## config.mk

```make
export PLATFORM = sky130hd
export DESIGN_NAME = shift_add_multiplier
export DESIGN_NICKNAME = d
export VERILOG_FILES = /design/src/rtl/shift_add_multiplier_pkg.sv /design/src/rtl/parametric_RCA.sv /design/src/rtl/shift_add_multiplier.sv
export SDC_FILE = /design/constraint.sdc
export NUM_CORES = 1
export LEC_CHECK = 0
export CORE_MARGIN = 3
export CORE_UTILIZATION = 52
export CTS_CLUSTER_SIZE = 28
export DETAILED_ROUTE_END_ITERATION = 16
export HOLD_SLACK_MARGIN = 0.02
export PLACE_DENSITY_LB_ADDON = 0.1
export REMOVE_ABC_BUFFERS = 1
export SKIP_LAST_GASP = 1
export SLEW_MARGIN = 10
export SYNTH_ARGS = -nofsm -noshare
export SYNTH_HDL_FRONTEND = slang
export SYNTH_HIERARCHICAL = 1
export SYNTH_SLANG_ARGS = --single-unit
```

## constraint.sdc

```tcl
create_clock -name clk -period 5.58 [get_ports clk]
set_input_delay 1.395 -clock clk [delete_from_list [all_inputs] [get_ports clk]]
set_output_delay 1.395 -clock clk [all_outputs]
set_load 0.1 [all_outputs]
```

## src/rtl/shift_add_multiplier_pkg.sv

```systemverilog
// Shared definitions for the shift-and-add multiplier: FSM encodings and a
// width helper for the iteration counter.
package shift_add_multiplier_pkg;

    typedef enum logic [1:0] {
        IDLE = 2'd0,
        CALC = 2'd1,
        DONE = 2'd2
    } state_t;

    // Ceiling log2, never below 1 so the counter always has at least one bit.
    function automatic int clog2(input int value);
        int w;
        w = 0;
        while ((1 << w) < value) begin
            w++;
        end
        return (w < 1) ? 1 : w;
    endfunction

endpackage

```

## src/rtl/parametric_RCA.sv

```systemverilog
// Ripple-carry adder of parametric width: sum/cout = x + y + cin.
module parametric_RCA #(
    parameter int SIZE = 8
) (
    input  logic [SIZE-1:0] x,
    input  logic [SIZE-1:0] y,
    input  logic            cin,
    output logic [SIZE-1:0] sum,
    output logic            cout
);

    logic [SIZE:0] w_carry;

    assign w_carry[0] = cin;

    for (genvar i = 0; i < SIZE; i++) begin : g_fa
        assign sum[i]       = x[i] ^ y[i] ^ w_carry[i];
        assign w_carry[i+1] = (x[i] & y[i]) | (w_carry[i] & (x[i] ^ y[i]));
    end

    assign cout = w_carry[SIZE];

endmodule

```

## src/rtl/shift_add_multiplier.sv

```systemverilog
// Sequential unsigned SIZE x SIZE multiplier: one conditional add through the
// ripple-carry adder plus one right shift per clock, SIZE clocks per product.
module shift_add_multiplier
    import shift_add_multiplier_pkg::*;
#(
    parameter int SIZE = 8
) (
    input  logic              clk,
    input  logic              rst_n,
    input  logic              start,
    input  logic [SIZE-1:0]   a,
    input  logic [SIZE-1:0]   b,
    output logic              busy,
    output logic              done,
    output logic [2*SIZE-1:0] product
);

    localparam int CNT_W = clog2(SIZE);

    state_t             r_state;
    state_t             w_state_nxt;
    logic [SIZE-1:0]    r_mcand;
    logic [2*SIZE-1:0]  r_acc;
    logic [CNT_W-1:0]   r_cnt;
    logic [2*SIZE-1:0]  r_product;

    logic [SIZE-1:0]    w_hi;
    logic [SIZE-1:0]    w_lo;
    logic [SIZE-1:0]    w_y;
    logic [SIZE-1:0]    w_sum;
    logic               w_cout;
    logic [2*SIZE-1:0]  w_shifted;
    logic               w_last;
    logic               w_accept;

    assign w_hi = r_acc[2*SIZE-1:SIZE];
    assign w_lo = r_acc[SIZE-1:0];
    assign w_y  = w_lo[0] ? r_mcand : '0;

    parametric_RCA #(.SIZE(SIZE)) u_rca (
        .x    (w_hi),
        .y    (w_y),
        .cin  (1'b0),
        .cout (w_cout),
        .sum  (w_sum)
    );

    // The adder carry becomes the new MSB; dropping it corrupts large products.
    assign w_shifted = {w_cout, w_sum, w_lo[SIZE-1:1]};
    assign w_last    = (r_cnt == CNT_W'(SIZE - 1));
    assign w_accept  = start && ((r_state == IDLE) || (r_state == DONE));

    always_comb begin
        w_state_nxt = r_state;
        case (r_state)
            IDLE:    if (start) w_state_nxt = CALC;
            CALC:    if (w_last) w_state_nxt = DONE;
            DONE:    w_state_nxt = start ? CALC : IDLE;
            default: w_state_nxt = IDLE;
        endcase
    end

    always_ff @(posedge clk or negedge rst_n) begin
        if (!rst_n) begin
            r_state   <= IDLE;
            r_mcand   <= '0;
            r_acc     <= '0;
            r_cnt     <= '0;
            r_product <= '0;
        end else begin
            r_state <= w_state_nxt;
            if (w_accept) begin
                r_mcand <= a;
                r_acc   <= {{SIZE{1'b0}}, b};
                r_cnt   <= '0;
            end else if (r_state == CALC) begin
                r_acc <= w_shifted;
                r_cnt <= r_cnt + CNT_W'(1);
                if (w_last) begin
                    r_product <= w_shifted;
                end
            end
        end
    end

    assign busy    = (r_state == CALC);
    assign done    = (r_state == DONE);
    assign product = r_product;

endmodule
```

; After elaboration in Yosys (flattened, before gate mapping)
; Cells that the tools add are included.
[totals]
register_bits = 45
input_bits = 19
out_inout_bits = 18
word_cells = 64
[op_classes]
n_addsub = 1
eq_ne = 5
n_mux = 9
bitwise_logic = 38
n_reduce_logical = 6
[ops]
columns = operator, count
row1 = 16-bit 2-to-1 mux, 2
row2 = 1-bit bitwise AND, 15
row3 = 1-bit XOR, 15
row4 = 8-bit 2-to-1 mux, 1
row5 = 1-bit bitwise OR, 7
row6 = 3-bit 2-to-1 mux, 2
row7 = 2-bit one-hot mux with 3 select lines, 1
row8 = 2-bit 2-to-1 mux, 2
row9 = 3-bit by 1-bit adder with 3-bit output (second input constant), 1
row10 = 3-bit == test (second input constant), 1
row11 = 3-bit AND reduction, 1
row12 = 2-bit by 1-bit == test with 1-bit output (second input constant), 1
row13 = 2-bit == test (second input constant), 1
row14 = 2-bit zero test, 1
row15 = 2-bit by 1-bit inequality test with 1-bit output (second input constant), 1
row16 = 2-bit inequality test (second input constant), 1
row17 = 2-bit AND reduction, 1
row18 = 2-bit nonzero test, 1
row19 = 1-bit logical AND, 1
row20 = 1-bit logical OR, 1
row21 = 1-bit 2-to-1 mux, 1
row22 = 1-bit inverter, 1

; Logic depth before layout (Yosys ltp)
; Gate-level depths: netlist (run 1).
[depth]
ltp_word = 18
ltp_mapped = 15
depth_no_buf = 15

; Modules after synthesis
; The synthesis (run 1) kept the hierarchy.
[modules_own_cells]
columns = mod, n_inst, cells_per_inst, area_each_um2, seq_area_each_um2
row1 = shift_add_multiplier, 1, 163, 1998.2, 1126.1
row2 = parametric_RCA, 1, 18, 197.7, 0.0

; Worst setup path after synthesis (run 1)
; Ideal clock, no wire load.
[synth_timing]
path_kind = register -> register
start = register r_acc[0]
end = register r_acc[14]
setup_ps = 66
arrival_time_ps = 3851
required_time_ps = 5514
path_slack_ps = 1662
stages_incl_launch_ff = 16
n_path_buf = 0
cell_sequence = dfrtp_1 -> and2_1 -> fa_1 -> inv_1 -> fa_1 -> inv_1 -> fa_1 -> fa_1 -> fa_1 -> fa_1 -> fa_1 -> inv_1 -> fa_1 -> inv_1 -> mux2_2 -> a22o_1
[synth_via]
elab_chain_cells = 17
[synth_lines]
columns = item, line
row1 = "start, declared", shift_add_multiplier.sv:23  ; logic [2*SIZE-1:0] r_acc;
row2 = "start signal, assigned", shift_add_multiplier.sv:74  ; r_acc <= {{SIZE{1'b0}}, b};
row3 = "start signal, assigned", shift_add_multiplier.sv:77  ; r_acc <= w_shifted;
row4 = 8-bit 2-to-1 mux, shift_add_multiplier.sv:38  ; assign w_y = w_lo[0] ? r_mcand : '0;
row5 = net w_y[0], shift_add_multiplier.sv:29  ; logic [SIZE-1:0] w_y;
row6 = 1-bit bitwise AND (2 in series), parametric_RCA.sv:18  ; assign w_carry[i+1] = (x[i] & y[i]) | (w_carry[i] & (x[i] ^ y[i]));
row7 = 1-bit bitwise OR, parametric_RCA.sv:18
row8 = 1-bit bitwise AND, parametric_RCA.sv:18
row9 = 1-bit bitwise OR, parametric_RCA.sv:18
row10 = 1-bit bitwise AND, parametric_RCA.sv:18
row11 = 1-bit bitwise OR, parametric_RCA.sv:18
row12 = [2 not listed], --
row13 = 1-bit bitwise AND, parametric_RCA.sv:18
row14 = 1-bit bitwise OR, parametric_RCA.sv:18
row15 = 1-bit bitwise AND, parametric_RCA.sv:18
row16 = 1-bit bitwise OR, parametric_RCA.sv:18
row17 = 1-bit XOR, parametric_RCA.sv:17  ; assign sum[i] = x[i] ^ y[i] ^ w_carry[i];
row18 = net w_sum[7], shift_add_multiplier.sv:30  ; logic [SIZE-1:0] w_sum;
row19 = 16-bit 2-to-1 mux, shift_add_multiplier.sv:76  ; end else if (r_state == CALC) begin
row20 = 16-bit 2-to-1 mux, shift_add_multiplier.sv:72  ; if (w_accept) begin
; The timed path passes the listed nets, and every way through them passes these cells. The select of a mux whose other input is x is not followed.
; A chain may end at the register's enable or synchronous reset.

; Worst setup path after layout (run 1)
; Same ends and word-level chain as after synthesis.

==> impl_metrics.toml, run 1 <==
[final_layout]
drive_above_1_share_pct = 17.2
area_delta_synth_final_pct = 19.7
layout_commonest_cell = "dfrtp_1"
final_cell_mix = "dfrtp_1 (45), clkdlybuf4s50_1 (35), nand2_1 (24)"
n_fill_cell = 301
final-seq-area_mm2 = 0.00113
diodes = 0
multi_input_area_um2 = 928
fin_nets = 243

[run]
max_cap_viol_count = 0

[sta]
finalHoldViolations = 0
slew_headroom_pct = 34.6
worst_pin_slew_ns = 0.978
rsz0062_at_grt = "no"
period_needed_ns = 4.12
finalSetupViolCount = 0
maxClockFrequency_ghz = 0.243
post-route-period-util_pct = 73.8
slew_violations = 0
finalClockSkew_ns = 0.00349
final.setup.tns_ns = 0

[yosys]
async_flop_share_pct = 100
synth_cell_type_count = 27
synth_cells = 181
netlist_area_mm2 = 0.00220
seq_area_frac_synth_pct = 51.3
synth-seq-cells = 45
synth_warnings = 6
synth_ff_type = "dfrtp_1"
avgSynthCellArea_um2 = 12.1
synth_edf_count = 0

[floorplanning]
ios = 37
die_y_um = 71.0
die_area_mm2 = 0.00504
initial_core_util_pct = 57.0
std_cell_rows = 22
die_w_um = 71.0
core-area_mm2 = 0.00385

[detailed_routing]
routed_wl_um = 4090
antenna_left = 0
vias_per_cell = 5.32
wl_per_cell_um = 15.5
drt_iter0_markers = 76
drtPass1Iterations = 4
drc = 0
via_count = 1400

[place]
place_congestion = 0.794
port_buffers = 36
hpwl_um = 2940

[worst_hold_path]
hold_depth = 2
hold_path.class = "reg -> reg"
hp-start = "r_mcand[0]$_DFFE_PN0P_"

[outcome]
outcome = "finished, final reports clean"

[global_routing]
grt_overflow = 0
grt_first_pass_wirelength_um = 7240
grt_max_degree = 46
grt_use_total_pct = 18.4
antenna_found_initial = 0
grt_pass1_vias = 1511

[clocking]
h-tree-depth = 2
postCtsHoldBufs = 0
cts_buffer_depth = 2
cts-root-buf = "clkbuf_8"
cts_setup_buffers = 0
cts_tree = "done"
cts_buffers = 5
cts.sinks = 45
clk_latency_ns = 0.30
clk_pin_slew_ns = 0.08
cts.repair.resized = 0

[setup_path]
timing.rr.start = "r_acc[0]$_DFFE_PN0P_"
end_kind = "register"
worstPathRequired_ns = 5.82
startpoint_type = "register"
crit_type = "reg -> reg"
crit_start = "r_acc[0]$_DFFE_PN0P_"
worst-path-max-fanout = 10
worstPathArrival_ns = 4.35
rr_worst_depth = 15
[sequential cells by signal (all words and copies together), names as in the netlist]
signal / flops
r_cnt: 3
product: 16
r_mcand: 8
r_state: 2
r_acc: 16
[synth_stat cells, types with 2 or more instances]
cell / instances / area [um^2]
a21oi_1: 8 / 40.0
a22o_1: 11 / 96.3
and2_1: 8 / 50.1
buf_2: 4 / 20.0
buf_6: 3 / 33.8
clkbuf_1: 2 / 7.51
dfrtp_1: 45 / 1130
fa_1: 8 / 160
ha_1: 2 / 25.0
inv_1: 18 / 67.6
mux2_2: 17 / 191
mux2_4: 9 / 135
nand2_1: 24 / 90.1
nor2b_1: 3 / 18.8
o22ai_1: 7 / 43.8
[routing by layer]
metal	vias to the layer above	GRT usage (%)	wire, um
li1	660	-	-
met4	0	5.64	53
met1	711	25.3	1850
met3	7	4.26	126
met2	22	29.4	2060
met5	-	0	0
[per-stage QoR]
stage	area, um^2	utilization, %	cells	hold slack (ns)	setup slack, ns
floorplan	2130	-	171	0.438	1.66
global placement	2550	66.1	255	0.451	1.54
detailed placement	2550	66.1	255	0.460	1.47
CTS	2630	68.2	263	0.480	1.43
global route	2630	68.2	263	0.516	1.28
finish	2630	68.2	263	0.476	1.46
[cells by family after synthesis]
group / Yosys count / share of synthesized area [%]
mux: 27 / 15.3
compound gates: 29 / 9.12
xor+xnor: 1 / 0.399
buf+inv: 29 / 6.44
simple gates: 39 / 8.83
other cells: 1 / 0.171
fa+ha+maj: 10 / 8.43
flops: 45 / 51.3
[layout make-up]
cell class	instances	area share, %
Tap cell	48	2.28
Clock buffer	6	2.76
Clock inverter	2	0.381
Sequential cell	45	42.8
Timing Repair Buffer	36	13.5
Multi-Input combinational cell	107	35.3
Inverter	19	2.90
[path summary, 6_finish.rpt]
kind	to	slack [ns]
worst min-delay path	r_mcand[0]$_DFFE_PN0P_	0.48
worst max register to register	r_acc[14]$_DFFE_PN0P_	1.46
max in group asynchronous	r_mcand[0]$_DFFE_PN0P_	3.74
worst min register to register	r_mcand[0]$_DFFE_PN0P_	0.48
min in group asynchronous	r_cnt[2]$_DFFE_PN0P_	1.24
worst max-delay path	r_acc[14]$_DFFE_PN0P_	1.46
[worst max-delay path, cell delays in order, from the launching register on]
cell and delay, ns:
dfrtp_1 0.46, and2_1 0.20, fa_1 0.42, inv_1 0.08
fa_1 0.15, inv_1 0.05, fa_1 0.37, fa_1 0.38
fa_1 0.38, fa_1 0.38, fa_1 0.36, inv_1 0.07
fa_1 0.40, inv_1 0.08, mux2_2 0.14, a22o_1 0.12
Power of run 1 is not shown: default switching activity piles up to over one toggle a cycle in this logic, so the estimate is an artifact.
==> run 2: changes to the inputs <==
==> constraint.sdc (replaced) <==
create_clock -name clk -period 3.9 [get_ports clk]
set_input_delay 0.975 -clock clk [delete_from_list [all_inputs] [get_ports clk]]
set_output_delay 0.975 -clock clk [all_outputs]
set_load 0.1 [all_outputs]
==> impl_metrics.toml, run 2 (synthesized netlist as in run 1, its figures left out) <==
[final_layout]
fin_util_pct = 70.1
diodes = 0
n_fill_cell = 285
final-seq-area_mm2 = 0.00113
final_cells = 266
drive_above_1_share_pct = 24.3
final_cell_mix = "dfrtp_1 (45), clkdlybuf4s50_1 (33), nand2_1 (24)"
area_delta_synth_final_pct = 23.1
fin_nets = 246
multi_input_area_um2 = 951
layout_commonest_cell = "dfrtp_1"

[setup_path]
crit_type = "reg -> reg"
end_kind = "register"
worst-path-max-fanout = 2
startpoint_type = "register"
worstPathArrival_ns = 4.04
worstPathRequired_ns = 4.13

[outcome]
outcome = "finished, final reports clean"

[global_routing]
grt_first_pass_wirelength_um = 7130
grt_use_total_pct = 17.8
antenna_found_initial = 0
grt_pass1_vias = 1472
grt_overflow = 0
grt_max_degree = 46

[clocking]
cts_setup_buffers = 0
cts_tree = "done"
clk_latency_ns = 0.29
postCtsHoldBufs = 0
cts_buffer_depth = 2
h-tree-depth = 2
cts_buffers = 5
cts-root-buf = "clkbuf_8"
clk_pin_slew_ns = 0.09
cts.sinks = 45

[detailed_routing]
drt_iter0_markers = 80
routed_wl_um = 4150
antenna_left = 0
vias_per_cell = 5.30
via_count = 1411
wl_per_cell_um = 15.6
drc = 0
drtPass1Iterations = 4

[place]
hpwl_um = 2760
port_buffers = 36
dp.cells = 258
place_congestion = 0.750

[sta]
post-route-period-util_pct = 97.6
period_needed_ns = 3.81
maxClockFrequency_ghz = 0.263
finalHoldViolations = 0
slew_violations = 0
timing.hold.ws_ns = 0.472
slew_headroom_pct = 33.4
finalSetupViolCount = 0
finalClockSkew_ns = 0.00842
worst_pin_slew_ns = 0.998

[floorplanning]
die_area_mm2 = 0.00504
ios = 37
core-area_mm2 = 0.00385
std_cell_rows = 22
die_y_um = 71.0
initial_core_util_pct = 57.0
die_w_um = 71.0

[worst_hold_path]
hold_path.class = "reg -> reg"

[run]
max_cap_viol_count = 0
[run 2: timing repair]
action                                  4_1_cts  5_1_grt
resized for setup                             3        8
pin swaps                                     0        0
endpoints found under the setup margin        3        3
[run 2: layout make-up]
class	instances	share of cell area, %
sequential	45	41.7
multi-input combinational	107	35.2
tap	48	2.22
clock buffer	7	3.19
timing repair buffer	39	13.8
clock inverter	1	1.11
inverter	19	2.82
[run 2: final timing paths]
kind,cells past startpoint,slack (ns),endpoint,from
min reg2reg,2,0.47,r_mcand[3]$_DFFE_PN0P_,r_mcand[3]$_DFFE_PN0P_
max,15,0.09,r_acc[14]$_DFFE_PN0P_,r_mcand[0]$_DFFE_PN0P_
max reg2reg,15,0.09,r_acc[14]$_DFFE_PN0P_,r_mcand[0]$_DFFE_PN0P_
min in group asynchronous,1,0.85,r_acc[7]$_DFFE_PN0P_,rst_n
min,2,0.47,r_mcand[3]$_DFFE_PN0P_,r_mcand[3]$_DFFE_PN0P_
max in group asynchronous,1,2.44,r_acc[15]$_DFFE_PN0P_,rst_n
[run 2: per-layer routing]
metal  routed length, um  global-route usage (%)  vias up
met5                   0                       0        -
met4                  13                    4.38        0
met1                1860                    24.9      712
met3                 153                    3.84        2
met2                2120                    28.6       30
li1                    -                       -      667
[run 2: critical path, stage by stage (launching register included)]
cell     delay (ns)
dfrtp_1        0.40
and2_4         0.17
fa_2           0.37
inv_1          0.07
fa_2           0.17
inv_1          0.04
fa_2           0.33
fa_2           0.35
fa_2           0.35
fa_2           0.35
fa_2           0.34
inv_2          0.06
fa_2           0.43
inv_2          0.07
mux2_2         0.14
a22o_1         0.11
[run 2: metrics by stage]
| step | area (um^2) | setup TNS [ns] | setup WS [ns] |
|---|---|---|---|
| finish | 2700 | 0 | 0.0919 |
| global route | 2700 | -0.00519 | -0.00519 |
| CTS | 2690 | 0 | 0.00198 |
| detailed placement | 2560 | -0.150 | -0.0998 |
| global placement | 2560 | -0.0371 | -0.0371 |
| floorplan | 2130 | -0.0193 | -0.0193 |
Power of run 2 is left out for the same reason.
==> run 3: changes to the inputs <==
--- a/config.mk
+++ b/config.mk
@@ -6,7 +6,7 @@
 export NUM_CORES = 1
 export LEC_CHECK = 0
 export CORE_MARGIN = 3
-export CORE_UTILIZATION = 52
+export CORE_UTILIZATION = 56
 export CTS_CLUSTER_SIZE = 28
 export DETAILED_ROUTE_END_ITERATION = 16
 export HOLD_SLACK_MARGIN = 0.02
==> constraint.sdc (replaced) <==
create_clock -name clk -period 4.7 [get_ports clk]
set_input_delay 1.175 -clock clk [delete_from_list [all_inputs] [get_ports clk]]
set_output_delay 1.175 -clock clk [all_outputs]
set_load 0.1 [all_outputs]
==> impl_metrics.toml, run 3 (synthesized netlist as in run 1, its figures left out) <==
[outcome]
outcome = "finished, final reports clean"

[setup_path]
worstPathArrival_ns = 4.36
cpPeakStageDelay_ns = 0.47
path_cells = "and2_1, fa_1, inv_1, fa_1, inv_1, fa_1, fa_1, fa_1, fa_1, fa_1, inv_1, fa_1, inv_1, mux2_2, a22o_1"
worst-path-max-fanout = 10
crit_type = "reg -> reg"
crit_path_top_delay_cell = "dfrtp_1"
crit_path_frequent_cell = "fa_1"
rrSetupSlack_ns = 0.58
rr_worst_depth = 15
startpoint_type = "register"
end_kind = "register"
worstPathRequired_ns = 4.94

[clocking]
cts-root-buf = "clkbuf_8"
cts_tree = "done"
h-tree-depth = 2
clk_latency_ns = 0.31
clk_pin_slew_ns = 0.08
postCtsHoldBufs = 0
cts_buffers = 5
cts_buffer_depth = 2
cts.repair.resized = 0
cts_setup_buffers = 0
cts.sinks = 45

[final_layout]
fin_util_pct = 71.8
fin_nets = 243
multi_input_area_um2 = 928
final-seq-area_mm2 = 0.00113
diodes = 0
stdcell_area_mm2 = 0.00267
layout_commonest_cell = "dfrtp_1"
area_delta_synth_final_pct = 21.4
drive_above_1_share_pct = 17.7
n_fill_cell = 293
final_cell_mix = "dfrtp_1 (45), clkdlybuf4s50_1 (35), nand2_1 (24)"

[detailed_routing]
drt_iter0_markers = 118
wl_per_cell_um = 15.2
via_count = 1374
drtPass1Iterations = 4
routed_wl_um = 4000
vias_per_cell = 5.22
drc = 0
antenna_left = 0

[sta]
slew_headroom_pct = 33.9
final.setup.tns_ns = 0
slew_violations = 0
finalHoldViolations = 0
period_needed_ns = 4.12
post-route-period-util_pct = 87.6
timing.hold.ws_ns = 0.476
finalClockSkew_ns = 0.00912
maxClockFrequency_ghz = 0.243
rsz0062_at_grt = "no"
worst_pin_slew_ns = 0.991
finalSetupViolCount = 0

[floorplanning]
initial_core_util_pct = 59.1
die_w_um = 68.6
core-area_mm2 = 0.00372
die_area_mm2 = 0.00471
ios = 37
die_y_um = 68.6
std_cell_rows = 22

[worst_hold_path]
hold_path.class = "reg -> reg"
hold_depth = 2

[global_routing]
grt_use_total_pct = 19.7
antenna_found_initial = 0
grt_pass1_vias = 1404
met3_usage_pct = 3.57
grt.busiest_layer = "met2"
grtUsageMet2_pct = 31.6
grt_first_pass_wirelength_um = 6620
grt_max_degree = 46
grt_overflow = 0
use_met1_pct = 25.3

[place]
hpwl_um = 2770
place_congestion = 0.784
post_dp_cell_area_mm2 = 0.00255
port_buffers = 36

[run]
max_cap_viol_count = 0
==> run 3: critical path: cells and delay by family (launching register included) <==
| kind | cells | cell delay (ns) |
|---|---|---|
| AOI/OAI and AO/OA | 1 | 0.13 |
| muxes | 1 | 0.15 |
| and+or+nand+nor | 1 | 0.19 |
| buffers and inverters | 4 | 0.27 |
| adders and majority gates | 8 | 2.84 |
| DFF | 1 | 0.47 |
==> run 3: worst paths after layout <==
| check | start | to |
|---|---|---|
| min in group asynchronous | rst_n | product[7]$_DFFE_PN0P_ |
| hold reg to reg | r_mcand[7]$_DFFE_PN0P_ | r_mcand[7]$_DFFE_PN0P_ |
| setup reg to reg | r_acc[0]$_DFFE_PN0P_ | r_acc[14]$_DFFE_PN0P_ |
| hold / removal | r_mcand[7]$_DFFE_PN0P_ | r_mcand[7]$_DFFE_PN0P_ |
| setup / recovery | r_acc[0]$_DFFE_PN0P_ | r_acc[14]$_DFFE_PN0P_ |
| max in group asynchronous | rst_n | product[12]$_DFFE_PN0P_ |
==> run 3: area by class of cell <==
cell class                      instances  area share (%)
Clock buffer                            6            3.10
Clock inverter                          2            1.41
Inverter                               19            2.86
Multi-Input combinational cell        107            34.8
Sequential cell                        45            42.2
Tap cell                               48            2.25
Timing Repair Buffer                   36            13.3
==> run 3: per-stage QoR <==
step / cells / worst slack (ns)
CTS: 263 / 0.548
finish: 263 / 0.585
floorplan: 171 / 0.781
global route: 263 / 0.349
global placement: 255 / 0.656
detailed placement: 255 / 0.584
==> run 3: metal layers <==
layer	wire [um]	share of wire (%)
met2	1980	49
met1	1780	44
met5	0	0
met4	84	2.1
met3	162	4.0
Power of run 3 is left out for the same reason.
